## src/rtl/agu_burst_seq.sv

```systemverilog
// Burst address sequencer: issues base, base+4, ... for a latched word count.
// Optional AGU_SEQ_ZERO_ABORT_EN aborts the burst (done+err) instead of issuing a zero address.
module agu_burst_seq #(
    parameter int DW = 32,
    parameter int CW = 16
) (
    input  logic          clk,
    input  logic          rst,
    input  logic          cmd_valid,
    output logic          cmd_ready,
    input  logic [DW-1:0] cmd_base,
    input  logic [CW-1:0] cmd_count,
    output logic          addr_valid,
    input  logic          addr_ready,
    output logic [DW-1:0] addr_out,
    output logic          addr_zero,
    output logic          addr_last,
    output logic          busy,
    output logic          done,
    output logic          err
);

    typedef enum logic {IDLE, ISSUE} state_t;

    state_t        state, state_n;
    logic [DW-1:0] base_q, base_n;
    logic [DW-1:0] addr_q, addr_n;
    logic [CW-1:0] cnt_q, cnt_n;
    logic [CW-1:0] idx_q, idx_n;
    logic [CW-1:0] idx_inc;
    logic [DW-1:0] cand;
    logic          load;
    logic          zero_q, zero_n;
    logic          last_q, last_n;
    logic          done_q, done_n;
    logic          rdy_q, rdy_n;
`ifdef AGU_SEQ_ZERO_ABORT_EN
    logic          err_q, err_n;
`endif

    always_comb begin
        state_n = state;
        base_n  = base_q;
        addr_n  = addr_q;
        cnt_n   = cnt_q;
        idx_n   = idx_q;
        zero_n  = zero_q;
        last_n  = last_q;
        done_n  = 1'b0;
`ifdef AGU_SEQ_ZERO_ABORT_EN
        err_n   = 1'b0;
`endif
        cand    = '0;
        load    = 1'b0;
        idx_inc = idx_q + CW'(1);

        case (state)
            IDLE: begin
                if (cmd_valid && rdy_q) begin
                    base_n = cmd_base;
                    cnt_n  = cmd_count;
                    idx_n  = '0;
                    if (cmd_count == '0) begin
                        done_n = 1'b1;
                    end else begin
                        cand   = cmd_base;
                        load   = 1'b1;
                        last_n = (cmd_count == CW'(1));
                    end
                end
            end
            ISSUE: begin
                if (addr_ready) begin
                    if (last_q) begin
                        state_n = IDLE;
                        done_n  = 1'b1;
                        last_n  = 1'b0;
                    end else begin
                        idx_n  = idx_inc;
                        cand   = base_q + (DW'(idx_inc) << 2);
                        load   = 1'b1;
                        last_n = (idx_inc == cnt_q - CW'(1));
                    end
                end
            end
            default: state_n = IDLE;
        endcase

        // Every address is vetted here before it reaches addr_out.
        if (load) begin
`ifdef AGU_SEQ_ZERO_ABORT_EN
            if (cand == '0) begin
                state_n = IDLE;
                done_n  = 1'b1;
                err_n   = 1'b1;
                last_n  = 1'b0;
            end else
`endif
            begin
                state_n = ISSUE;
                addr_n  = cand;
                zero_n  = (cand == '0);
            end
        end

        rdy_n = (state_n == IDLE);
    end

    always_ff @(posedge clk or posedge rst) begin
        if (rst) begin
            state  <= IDLE;
            base_q <= '0;
            addr_q <= '0;
            cnt_q  <= '0;
            idx_q  <= '0;
            zero_q <= 1'b0;
            last_q <= 1'b0;
            done_q <= 1'b0;
            rdy_q  <= 1'b0;
        end else begin
            state  <= state_n;
            base_q <= base_n;
            addr_q <= addr_n;
            cnt_q  <= cnt_n;
            idx_q  <= idx_n;
            zero_q <= zero_n;
            last_q <= last_n;
            done_q <= done_n;
            rdy_q  <= rdy_n;
        end
    end

`ifdef AGU_SEQ_ZERO_ABORT_EN
    always_ff @(posedge clk or posedge rst) begin
        if (rst) err_q <= 1'b0;
        else     err_q <= err_n;
    end
    assign err = err_q;
`else
    assign err = 1'b0;
`endif

    assign cmd_ready  = rdy_q;
    assign addr_valid = (state == ISSUE);
    assign busy       = (state == ISSUE);
    assign addr_out   = addr_q;
    assign addr_zero  = zero_q;
    assign addr_last  = last_q;
    assign done       = done_q;

endmodule

```

## config.mk

```make
export PLATFORM = sky130hd
export DESIGN_NAME = agu_burst_seq
export DESIGN_NICKNAME = d
export VERILOG_FILES = /design/src/rtl/agu_burst_seq.sv
export SDC_FILE = /design/constraint.sdc
export NUM_CORES = 1
export LEC_CHECK = 0
export BUFFER_PORTS_ARGS = -buffer_cell sky130_fd_sc_hd__buf_2
export CAP_MARGIN = 20
export CORE_AREA = 4 4 123 125
export CTS_CLUSTER_SIZE = 8
export DETAILED_ROUTE_END_ITERATION = 7
export DIE_AREA = 0 0 127 129
export PLACE_DENSITY = 0.64
export SLEW_MARGIN = 40
export SYNTH_ARGS = -nofsm -noshare
export SYNTH_HDL_FRONTEND = slang
export SYNTH_SLANG_ARGS = --single-unit
```

## constraint.sdc

```tcl
create_clock -name clk -period 3.44 [get_ports clk]
set_input_delay 0.172 -clock clk [delete_from_list [all_inputs] [get_ports clk]]
set_output_delay 0.172 -clock clk [all_outputs]
set_load 0.02 [all_outputs]
```

==> results by group, run 1 <==
Status
  • Result of the run: complete, no violations

Drt
  • Drt first pass iters: 5
  • Number of nets with antenna violations after routing: 0
  • DR vias: 6103
  • Wire length on met3: 1180 um
  • Length of routed wiring on met1: 9010 um
  • Post-detailed-route wirelength per cell: 18.0 um
  • Wirelength, routed: 19700 um
  • DRC: 0
  • Top sig layer: met4
  • Routed via count divided by cell count: 5.57
  • Sum of met2 wire segment lengths after detailed routing: 9080 um
  • Drt first-iter violations: 454

Final layout
  • Layout net count: 985
  • Area growth from synthesis to layout: 34.7%
  • Commonest non-fill, non-tap cell in the layout: nand2_1
  • Share of layout cells above drive strength 1: 33.0%
  • N_diodes: 0
  • Area of all placed cells without fillers: 8320 sq um
  • Most frequent cells in the layout: nand2_1 (206), dfrtp_1 (101), buf_4 (95)

Clock network
  • Clk pin slew, worst setup/hold paths: 0.07 ns
  • Clock root buffer: clkbuf_16
  • Number of buffers inserted during clock tree synthesis: 9
  • Number of sinks handled by clock tree synthesis: 101
  • Max clock buf depth: 2
  • Worst-Skew Late Latency: 0.35 ns
  • TritonCTS clock tree: done
  • CTS H-tree lvls: 3

Yosys
  • Cells after synthesis: 747
  • Sequential area share after synthesis: 40.9%
  • Cell Area, Synth: 6180 sq um
  • Number of flops mapped to enable cells by yosys: 0
  • Post-Syn Area per Cell: 8.27 sq um
  • Synthesis warning total: 0
  • Main flop type after synthesis: dfrtp_1
  • Largest area contributor in the netlist: dfrtp_1
  • Post-synthesis cell type count: 60
  • Biggest area contributors in the synthesized netlist: dfrtp_1 (41%), nand2_1 (13%), xnor2_1 (5.7%)
  • Synth top area share: 40.9%
  • Async SR Flop Fraction: 100%
  • Post-Synthesis Net Count: 822
  • Flop and latch count out of synthesis: 101

Power and ir drop
  • Power per cell area: 767 nW/um^2
  • Leak: 0.00400 uW
  • Maximum ir drop on the vdd rail: 766 uV

Critical path
  • Worst setup EP type: flip-flop
  • Crit Path Max Fanout: 6
  • WP data required: 3.72 ns
  • Critical path type: reg2reg
  • Sort of element at the start of the critical path: flip-flop
  • Worst Path Arrival: 3.69 ns

Timing
  • Fin worst setup slack: 0.0361 ns
  • Fmax: 294 MHz
  • Period Utilization, post-route: 99.0%
  • Clock tree skew after final layout: 0.0101 ns
  • Final setup fails: 0
  • Final worst path period need: 3.40 ns
  • Unrepaired setup endpoints after global routing: yes
  • Count of final max-slew check failures: 0
  • Count of endpoints failing hold in the final timing report: 0
  • Slew at the pin closest to its max-slew limit: 0.727 ns
  • Worst slew margin: 51.6%

Place
  • Final weighted congestion in routability-driven placement: 0.913
  • Setup slack at placement: -0.292 ns
  • Post-DP HPWL: 14200 um
  • Number of I/O port buffers: 89
  • DP Area: 7350 sq um

Floorplan
  • Io pins: 91
  • Die Y-Extent: 129 um
  • Chip Width: 127 um
  • # rows: 43
  • Floorplan Core Area: 13900 sq um
  • Die Footprint: 16400 sq um
  • Starting density of the core: 44.5%

Global route
  • Initial antenna violation count: 0
  • Largest net degree at the start of global routing: 102
  • Total Routing Usage GR: 24.1%
  • Via count of the first global-routing pass: 6090
  • Total congestion overflow after global routing: 0
  • Global-route wire length before repair: 31400 um

Worst hold path
  • Class of the tightest hold or removal check: in2reg

Job
  • Max-cap violations: 0
## what timing repair did
item,4_1_cts,5_1_grt
pin swaps,6,37
resized for setup,29,87
setup buffers,1,14
hold buffers,1,0
endpoints found under the setup margin,3,14
endpoints found under the hold margin,92,0
## logic make-up after synthesis
logic type	synth area share, %
multiplexers	0.486
adder cells (fa/ha/maj)	4.78
AO/OA/AOI/OAI	16.4
XOR/XNOR	8.51
other	0.0607
buffers and inverters	3.91
AND/OR/NAND/NOR	24.9
flip-flops	40.9
## flip-flops by register name, summed over array words and instances (netlist names)
name,flops
addr_last,1
addr_valid,1
done,1
idx_q,16
addr_out,32
cmd_ready,1
cnt_q,16
addr_zero,1
base_q,32
## through the flow
step / instances / hold WS, ns / power [uW] / TNS (ns) / utilization [%]
after CTS: 1081 / 0.0131 / 6190 / 0 / 56.1
after global routing: 1095 / 0.0167 / 6840 / -0.200 / 59.9
after detailed placement: 1063 / 0.358 / 5060 / -0.429 / 53.0
after global placement: 1063 / 0.343 / 4970 / -0.310 / 52.9
after floorplan: 747 / 0.277 / 3980 / 0 / -
final: 1095 / 0.0173 / 6380 / 0 / 59.9
## cells in the mapped netlist (3+ instances only)
cell / instances
dfrtp_1: 101
o21a_1: 3
nor4_1: 12
o31ai_1: 4
clkbuf_1: 28
ha_1: 22
nand4_1: 15
nand3_1: 23
and2_1: 7
nor2_1: 42
a21oi_1: 22
a211o_1: 3
o211ai_1: 8
a21o_1: 15
buf_1: 4
a22oi_1: 11
mux2i_1: 3
and3_1: 5
a211oi_1: 3
inv_1: 27
xnor2_1: 40
o2111ai_1: 3
a21boi_0: 3
nor3_1: 18
a31o_2: 3
xor2_1: 20
o21ai_1: 4
nand2_1: 210
a221o_1: 6
o21ai_0: 43
## metal layers
layer | GRT usage, % | up-vias
met3 | 4.48 | 31
li1 | - | 2899
met1 | 33.9 | 2958
met2 | 37.9 | 215
met5 | 0 | -
met4 | 7.38 | 0
## worst max-delay path, cell delays in order, from the launching register on
cell and delay [ns]:
dfrtp_1 0.40, ha_2 0.21, and3_4 0.20, nand3_4 0.12, nor3_4 0.19, xnor2_2 0.16, inv_2 0.07, ha_4 0.26
and3_4 0.18, a31o_4 0.24, and2_4 0.16, a2111oi_2 0.32, o2111ai_1 0.17, nor4_2 0.35, o2111ai_1 0.15, o21ai_1 0.15
## path summary, 6_finish.rpt
path	startpoint	endpoint	slack, ns	depth (start not counted)
setup reg to reg	idx_q[0]$_DFFE_PP0P_	addr_zero$_DFFE_PP0P_	0.04	15
hold reg to reg	addr_out[29]$_DFFE_PP0P_	addr_out[29]$_DFFE_PP0P_	0.47	2
hold / removal	cmd_base[30]	base_q[30]$_DFFE_PP0P_	0.02	3
max in group asynchronous	rst	base_q[15]$_DFFE_PP0P_	2.53	4
min in group asynchronous	rst	addr_out[0]$_DFFE_PP0P_	0.48	4
setup / recovery	idx_q[0]$_DFFE_PP0P_	addr_zero$_DFFE_PP0P_	0.04	15
## area by class of cell
cell class,count,area (sq um)
Tap cell,180,225
Inverter,27,104
Timing Repair Buffer,187,1200
Sequential cell,101,2530
Multi-Input combinational cell,584,3970
Clock buffer,10,229
Clock inverter,6,68.8
Fill cell,1240,5560
## power breakdown
group          leakage, uW  internal, uW  switching [uW]
Sequential         0.00128          1670             497
Clock             0.000149           573             481
Combinational      0.00257          1340            1820
Total              0.00400          3580            2800
Power figures use the tool's default switching activity.
==> run 2, diff against run 1 <==
CORE_AREA = 4 4 114 116   (was 4 4 123 125)
DIE_AREA = 0 0 118 120   (was 0 0 127 129)
PLACE_DENSITY = 0.73   (was 0.64)
==> run 2 against run 1 <==
The run now ends with setup timing left. Combinational power rose by 3%. First-iteration DRC count rose by 21%. Critical path depth rose by 1. Largest power group unchanged. Utilization rose by 10 points. Clock skew barely moved.
==> results by group, run 2 (synthesis gave the netlist of run 1 again) <==
Critical path
  • Crit Path Max Fanout: 5 (-1)
  • Cell-by-cell listing of the critical path: ha_1 > and3_4 > nand3_2 > nor3_2 > xnor2_1 > inv_1 > ha_4 > and3_4 > o2111a_2 > buf_6 > o31a_1 > a31oi_1 > a41o_1 > buf_4 > buf_4 > a211o_1
  • Delay-heaviest family, CP: compound AO/OA/AOI/OAI gates
  • Largest stage delay, worst path: 0.39 ns (about the same)
  • Worst Path Arrival: 3.85 ns (+0.16 ns)
  • Worst setup EP type: flip-flop
  • Cell with the largest stage delay on the worst path: dfrtp_1
  • Worst path bufs/invs: 4 (+3)
  • Critical path type: reg2reg
  • WP data required: 3.69 ns (-0.03 ns)
  • Sort of element at the start of the critical path: flip-flop

Timing
  • Period Utilization, post-route: 105% (+5.8 points)
  • Slew at the pin closest to its max-slew limit: 0.723 ns (-0.00401 ns)
  • Count of endpoints failing hold in the final timing report: 0 (unchanged)
  • Worst slew margin: 51.8% (+0.22 points)
  • Fin worst setup slack: -0.163 ns (-0.199 ns)
  • Total negative slack: -0.286 ns (-0.286 ns)
  • Final worst path period need: 3.60 ns (+0.199 ns)
  • Final setup fails: 2 (+2)
  • Count of final max-slew check failures: 0 (unchanged)
  • Fmax: 278 MHz (-5.5%)
  • Worst hold slack: 0.0198 ns (+0.00250 ns)
  • Unrepaired setup endpoints after global routing: yes
  • Clock tree skew after final layout: 0.0101 ns (-0.0000690 ns)

Status
  • Result of the run: complete, but fails checks
  • Violated checks: setup timing

Clock network
  • Worst-Skew Late Latency: 0.36 ns (about the same)
  • Number of buffers inserted during clock tree synthesis: 9 (unchanged)
  • TritonCTS clock tree: done
  • CTS H-tree lvls: 3 (unchanged)
  • Max clock buf depth: 2 (unchanged)
  • Number of sinks handled by clock tree synthesis: 101 (unchanged)
  • Clk pin slew, worst setup/hold paths: 0.07 ns (about the same)
  • Clock root buffer: clkbuf_16

Worst hold path
  • Class of the tightest hold or removal check: in2reg

Drt
  • Wirelength, routed: 19900 um (+1.0%)
  • Drt first-iter violations: 549 (+21%)
  • Routed via count divided by cell count: 5.72 (+2.6%)
  • DRC: 0 (unchanged)
  • DR vias: 6199 (+1.6%)
  • Drt first pass iters: 5 (unchanged)
  • Post-detailed-route wirelength per cell: 18.3 um (+2.0%)
  • Number of nets with antenna violations after routing: 0 (unchanged)

Final layout
  • Area growth from synthesis to layout: 35.2%
  • Layout net count: 1007 (+2.2%)
  • Area occupied by registers: 2530 sq um (unchanged)
  • Share of layout cells above drive strength 1: 32.6% (-0.45 points)
  • Most frequent cells in the layout: nand2_1 (205), buf_4 (115), dfrtp_1 (101)
  • Area of the multi-input gates: 3880 sq um (-2.2%)
  • N_diodes: 0 (unchanged)
  • Area of all placed cells without fillers: 8350 sq um (+0.35%)
  • Commonest non-fill, non-tap cell in the layout: nand2_1
  • FILL cells: 941 (-24%)

Place
  • Post-DP HPWL: 14300 um (+1.0%)
  • Final weighted congestion in routability-driven placement: 0.952 (+4.3%)
  • DP Area: 7480 sq um (+1.7%)
  • Number of I/O port buffers: 89 (unchanged)

Power and ir drop
  • Maximum ir drop on the vdd rail: 768 uV (+0.19%)
  • Leak: 0.00411 uW (+2.8%)
  • Overall Power: 6450 uW (+1.1%)
  • Power per cell area: 772 nW/um^2 (+0.77%)

Floorplan
  • Io pins: 91 (unchanged)
  • Die Y-Extent: 120 um (-7.0%)
  • Chip Width: 118 um (-7.1%)
  • Starting density of the core: 51.8% (+7.4 points)
  • # rows: 40 (-7.0%)
  • Floorplan Core Area: 11900 sq um (-14%)
  • Die Footprint: 14200 sq um (-14%)

Global route
  • Initial antenna violation count: 0 (unchanged)
  • Global-route wire length before repair: 31900 um (+1.6%)
  • Total Routing Usage GR: 28.1% (+4.0 points)
  • Largest net degree at the start of global routing: 67 (-34%)
  • Via count of the first global-routing pass: 6300 (+3.4%)
  • Total congestion overflow after global routing: 0 (unchanged)

Job
  • Max-cap violations: 0 (unchanged)
run 2: where the power goes:
group	switching, uW	leakage, uW	internal (uW)
Combinational	1850	0.00268	1420
Clock	492	0.000147	525
Sequential	502	0.00128	1670
run 2: final timing paths:
check                                    startpoint                       end  slack (ns)  cells after the start
setup / recovery               idx_q[1]$_DFFE_PP0P_  addr_out[24]$_DFFE_PP0P_       -0.16                     16
max in group asynchronous                       rst     idx_q[15]$_DFFE_PP0P_        2.21                      4
hold / removal                        cmd_count[13]     cnt_q[13]$_DFFE_PP0P_        0.02                      3
setup reg to reg               idx_q[1]$_DFFE_PP0P_  addr_out[24]$_DFFE_PP0P_       -0.16                     16
min in group asynchronous                       rst    base_q[24]$_DFFE_PP0P_        0.37                      3
hold reg to reg            addr_out[19]$_DFFE_PP0P_  addr_out[19]$_DFFE_PP0P_        0.47                      1
run 2: worst reg2reg max path: stages (launching register included):
cell,delay (ns)
dfrtp_1,0.39
ha_1,0.18
and3_4,0.21
nand3_2,0.14
nor3_2,0.22
xnor2_1,0.19
inv_1,0.10
ha_4,0.30
and3_4,0.19
o2111a_2,0.20
buf_6,0.11
o31a_1,0.31
a31oi_1,0.15
a41o_1,0.26
buf_4,0.15
buf_4,0.12
a211o_1,0.26
run 2: area by class of cell:
| class | instances | area share [%] |
|---|---|---|
| repair buffers | 209 | 16.3 |
| clock inverters | 6 | 0.644 |
| inverters | 27 | 1.24 |
| multi-input cells | 584 | 46.4 |
| well taps | 147 | 2.20 |
| flip-flops and latches | 101 | 30.3 |
| clock buffers | 10 | 2.86 |
run 2: metrics by stage:
step	util, %	std cells	setup WS, ns
6_report	70.1	1084	-0.163
5_1_grt	70.1	1084	-0.267
4_1_cts	67.6	1076	0.000948
3_5_place_dp	62.8	1054	-0.310
3_3_place_gp	62.7	1054	-0.202
2_1_floorplan	-	747	0.0662
run 2: routing by layer:
metal	track usage, %	wire length, um	vias to the layer above
li1	-	-	2945
met1	38.8	8680	2958
met2	45.3	9180	261
met3	5.33	1610	35
met4	7.99	414	0
met5	0	0	-
run 2: timing repair:
action | CTS | global route
hold buffers | 1 | 0
hold endpoints to repair | 34 | 0
resized for setup | 40 | 52
pin swaps | 16 | 46
buffers inserted | 5 | 9
cloned | 0 | 0
setup endpoints to repair | 6 | 13
==> run 3, diff against run 2 <==
CORE_AREA = 4 4 111 113   (was 4 4 114 116)
DIE_AREA = 0 0 115 117   (was 0 0 118 120)
PLACE_DENSITY = 0.74   (was 0.73)
clock period = 4.55 ns   (was 3.44 ns; I/O delays follow)
==> run 3 against run 2 <==
The run now ends clean. Cell area is 15% lower. Final cell count decreased by 11%. Die area shrank 5.0%. Non-clock buffer count shrank 112. Global-route usage is 0.058 points lower. Sequential cell count unchanged.
==> results by group, run 3 (synthesis gave the netlist of run 1 again) <==
Power and ir drop
  • Overall Power: 4430 uW (-31%)
  • Power per cell area: 627 nW/um^2 (-19%)
  • Leak: 0.00350 uW (-15%)
  • Maximum ir drop on the vdd rail: 755 uV (-1.7%)

Drt
  • DRC: 0 (unchanged)
  • Drt first-iter violations: 506 (-7.8%)
  • Post-detailed-route wirelength per cell: 18.5 um (+0.94%)
  • Drt first pass iters: 5 (unchanged)
  • Wirelength, routed: 17900 um (-9.9%)
  • Number of nets with antenna violations after routing: 0 (unchanged)
  • Routed via count divided by cell count: 5.92 (+3.5%)
  • DR vias: 5732 (-7.5%)

Place
  • Number of I/O port buffers: 89 (unchanged)
  • Final weighted congestion in routability-driven placement: 0.972 (+2.1%)
  • Post-DP HPWL: 13400 um (-6.2%)
  • Count of placed standard cells including taps: 951 (-9.8%)

Timing
  • Final setup fails: 0 (-2)
  • Period Utilization, post-route: 91.3% (-13 points)
  • Fmax: 241 MHz (-13%)
  • Count of endpoints failing hold in the final timing report: 0 (unchanged)
  • Unrepaired setup endpoints after global routing: no
  • Worst slew margin: 54.6% (+2.8 points)
  • Total negative slack: 0 ns (+0.286 ns)
  • Count of final max-slew check failures: 0 (unchanged)
  • Final worst path period need: 4.16 ns (+0.553 ns)
  • Clock tree skew after final layout: 0.00913 ns (-0.000940 ns)
  • Slew at the pin closest to its max-slew limit: 0.681 ns (-0.0419 ns)

Global route
  • Global-route wire length before repair: 29400 um (-7.9%)
  • Total Routing Usage GR: 28.0% (-0.058 points)
  • Largest net degree at the start of global routing: 65 (-3.0%)
  • Via count of the first global-routing pass: 5624 (-11%)
  • Total congestion overflow after global routing: 0 (unchanged)
  • Initial antenna violation count: 0 (unchanged)

Clock network
  • Max clock buf depth: 2 (unchanged)
  • Worst-Skew Late Latency: 0.36 ns (about the same)
  • Clock root buffer: clkbuf_16
  • Setup fix buffers added after clock tree synthesis: 0 (-5)
  • Clk pin slew, worst setup/hold paths: 0.08 ns (about the same)
  • CTS H-tree lvls: 3 (unchanged)
  • Number of buffers inserted during clock tree synthesis: 9 (unchanged)
  • TritonCTS clock tree: done
  • Number of sinks handled by clock tree synthesis: 101 (unchanged)

Floorplan
  • Floorplan Core Area: 11300 sq um (-5.0%)
  • Starting density of the core: 54.6% (+2.7 points)
  • Die Y-Extent: 117 um (-2.5%)
  • Chip Width: 115 um (-2.5%)
  • Io pins: 91 (unchanged)
  • # rows: 39 (-2.5%)
  • Die Footprint: 13500 sq um (-5.0%)

Critical path
  • Crit path top cell by count: ha_1
  • Worst setup EP type: flip-flop
  • Crit Path Max Fanout: 8 (+3)
  • Critical path type: reg2reg
  • Cell-by-cell listing of the critical path: ha_1 > and3_1 > nand3_1 > nor3_1 > xnor2_1 > inv_1 > ha_1 > a21oi_1 > a21boi_0 > o41ai_2 > xor2_1 > a211o_1 > nor4_2 > o2111ai_1 > o21ai_1
  • WP data required: 4.83 ns (+1.14 ns)
  • Largest stage delay, worst path: 0.47 ns (+0.08 ns)
  • Cell with the largest stage delay on the worst path: dfrtp_1
  • Worst Path Arrival: 4.44 ns (+0.59 ns)
  • Sort of element at the start of the critical path: flip-flop

Job
  • Max-cap violations: 0 (unchanged)

Final layout
  • Share of layout cells above drive strength 1: 16.2% (-16 points)
  • N_diodes: 0 (unchanged)
  • Layout net count: 895 (-11%)
  • Most frequent cells in the layout: nand2_1 (210), dfrtp_1 (101), buf_2 (89)
  • Area growth from synthesis to layout: 14.3%
  • Post-route non-filler standard cell count: 968 (-11%)
  • Commonest non-fill, non-tap cell in the layout: nand2_1

Worst hold path
  • Class of the tightest hold or removal check: in2reg

Status
  • Result of the run: complete, no violations
[run 3: what timing repair did]
item / in CTS / in global routing
resized for setup: 0 / 3
setup endpoints to repair: 0 / 1
hold endpoints to repair: 0 / 38
hold buffers: 0 / 1
[run 3: critical path, delay by kind of cell (launching register included)]
family,cells,cell delay (ns)
XOR/XNOR,2,0.42
AND/OR/NAND/NOR,4,1.00
adder cells (fa/ha/maj),2,0.67
buffers and inverters,1,0.09
flip-flops,1,0.47
AO/OA/AOI/OAI,6,1.44
[run 3: metal layers]
metal	up-vias	track usage (%)	part of all wire, %
li1	2730	-	-
met1	2729	40.7	47
met2	252	41.5	43
met3	21	7.76	8.4
met4	0	7.12	1.7
met5	-	0	0
[run 3: layout make-up]
type                    instances  area (sq um)
well taps                     143           179
clock buffers                   9           225
inverters                      27           106
multi-input cells             584          3440
flip-flops and latches        101          2530
repair buffers                 97           508
fillers                       969          4260
clock inverters                 7          70.1
[run 3: metrics by stage]
| stage | worst slack (ns) | hold WS, ns | utilization (%) | instance area, sq um |
|---|---|---|---|---|
| after global placement | 0.429 | 0.423 | 59.4 | 6730 |
| after global routing | 0.0791 | 0.0663 | 62.4 | 7060 |
| after CTS | 0.322 | 0.0483 | 62.1 | 7030 |
| after floorplan | 1.18 | 0.333 | - | 6180 |
| after detailed placement | 0.360 | 0.435 | 59.5 | 6730 |
| final | 0.394 | 0.0751 | 62.4 | 7060 |
[run 3: path summary, 6_finish.rpt]
check,start,endpoint,slack (ns),depth (start not counted)
worst max-delay path,idx_q[0]$_DFFE_PP0P_,addr_zero$_DFFE_PP0P_,0.39,15
worst min-delay path,cmd_count[5],cnt_q[5]$_DFFE_PP0P_,0.08,3
worst max register to register,idx_q[0]$_DFFE_PP0P_,addr_zero$_DFFE_PP0P_,0.39,15
worst min register to register,addr_out[29]$_DFFE_PP0P_,addr_out[29]$_DFFE_PP0P_,0.47,2
max in group asynchronous,rst,base_q[10]$_DFFE_PP0P_,3.12,4
min in group asynchronous,rst,addr_out[0]$_DFFE_PP0P_,0.48,3
[run 3: where the power goes]
group	total, uW	internal (uW)	switching, uW	leakage [uW]
registers	1620	1260	362	0.00128
clock network	762	386	376	0.000146
logic	2040	767	1280	0.00207
total	4430	2410	2010	0.00350
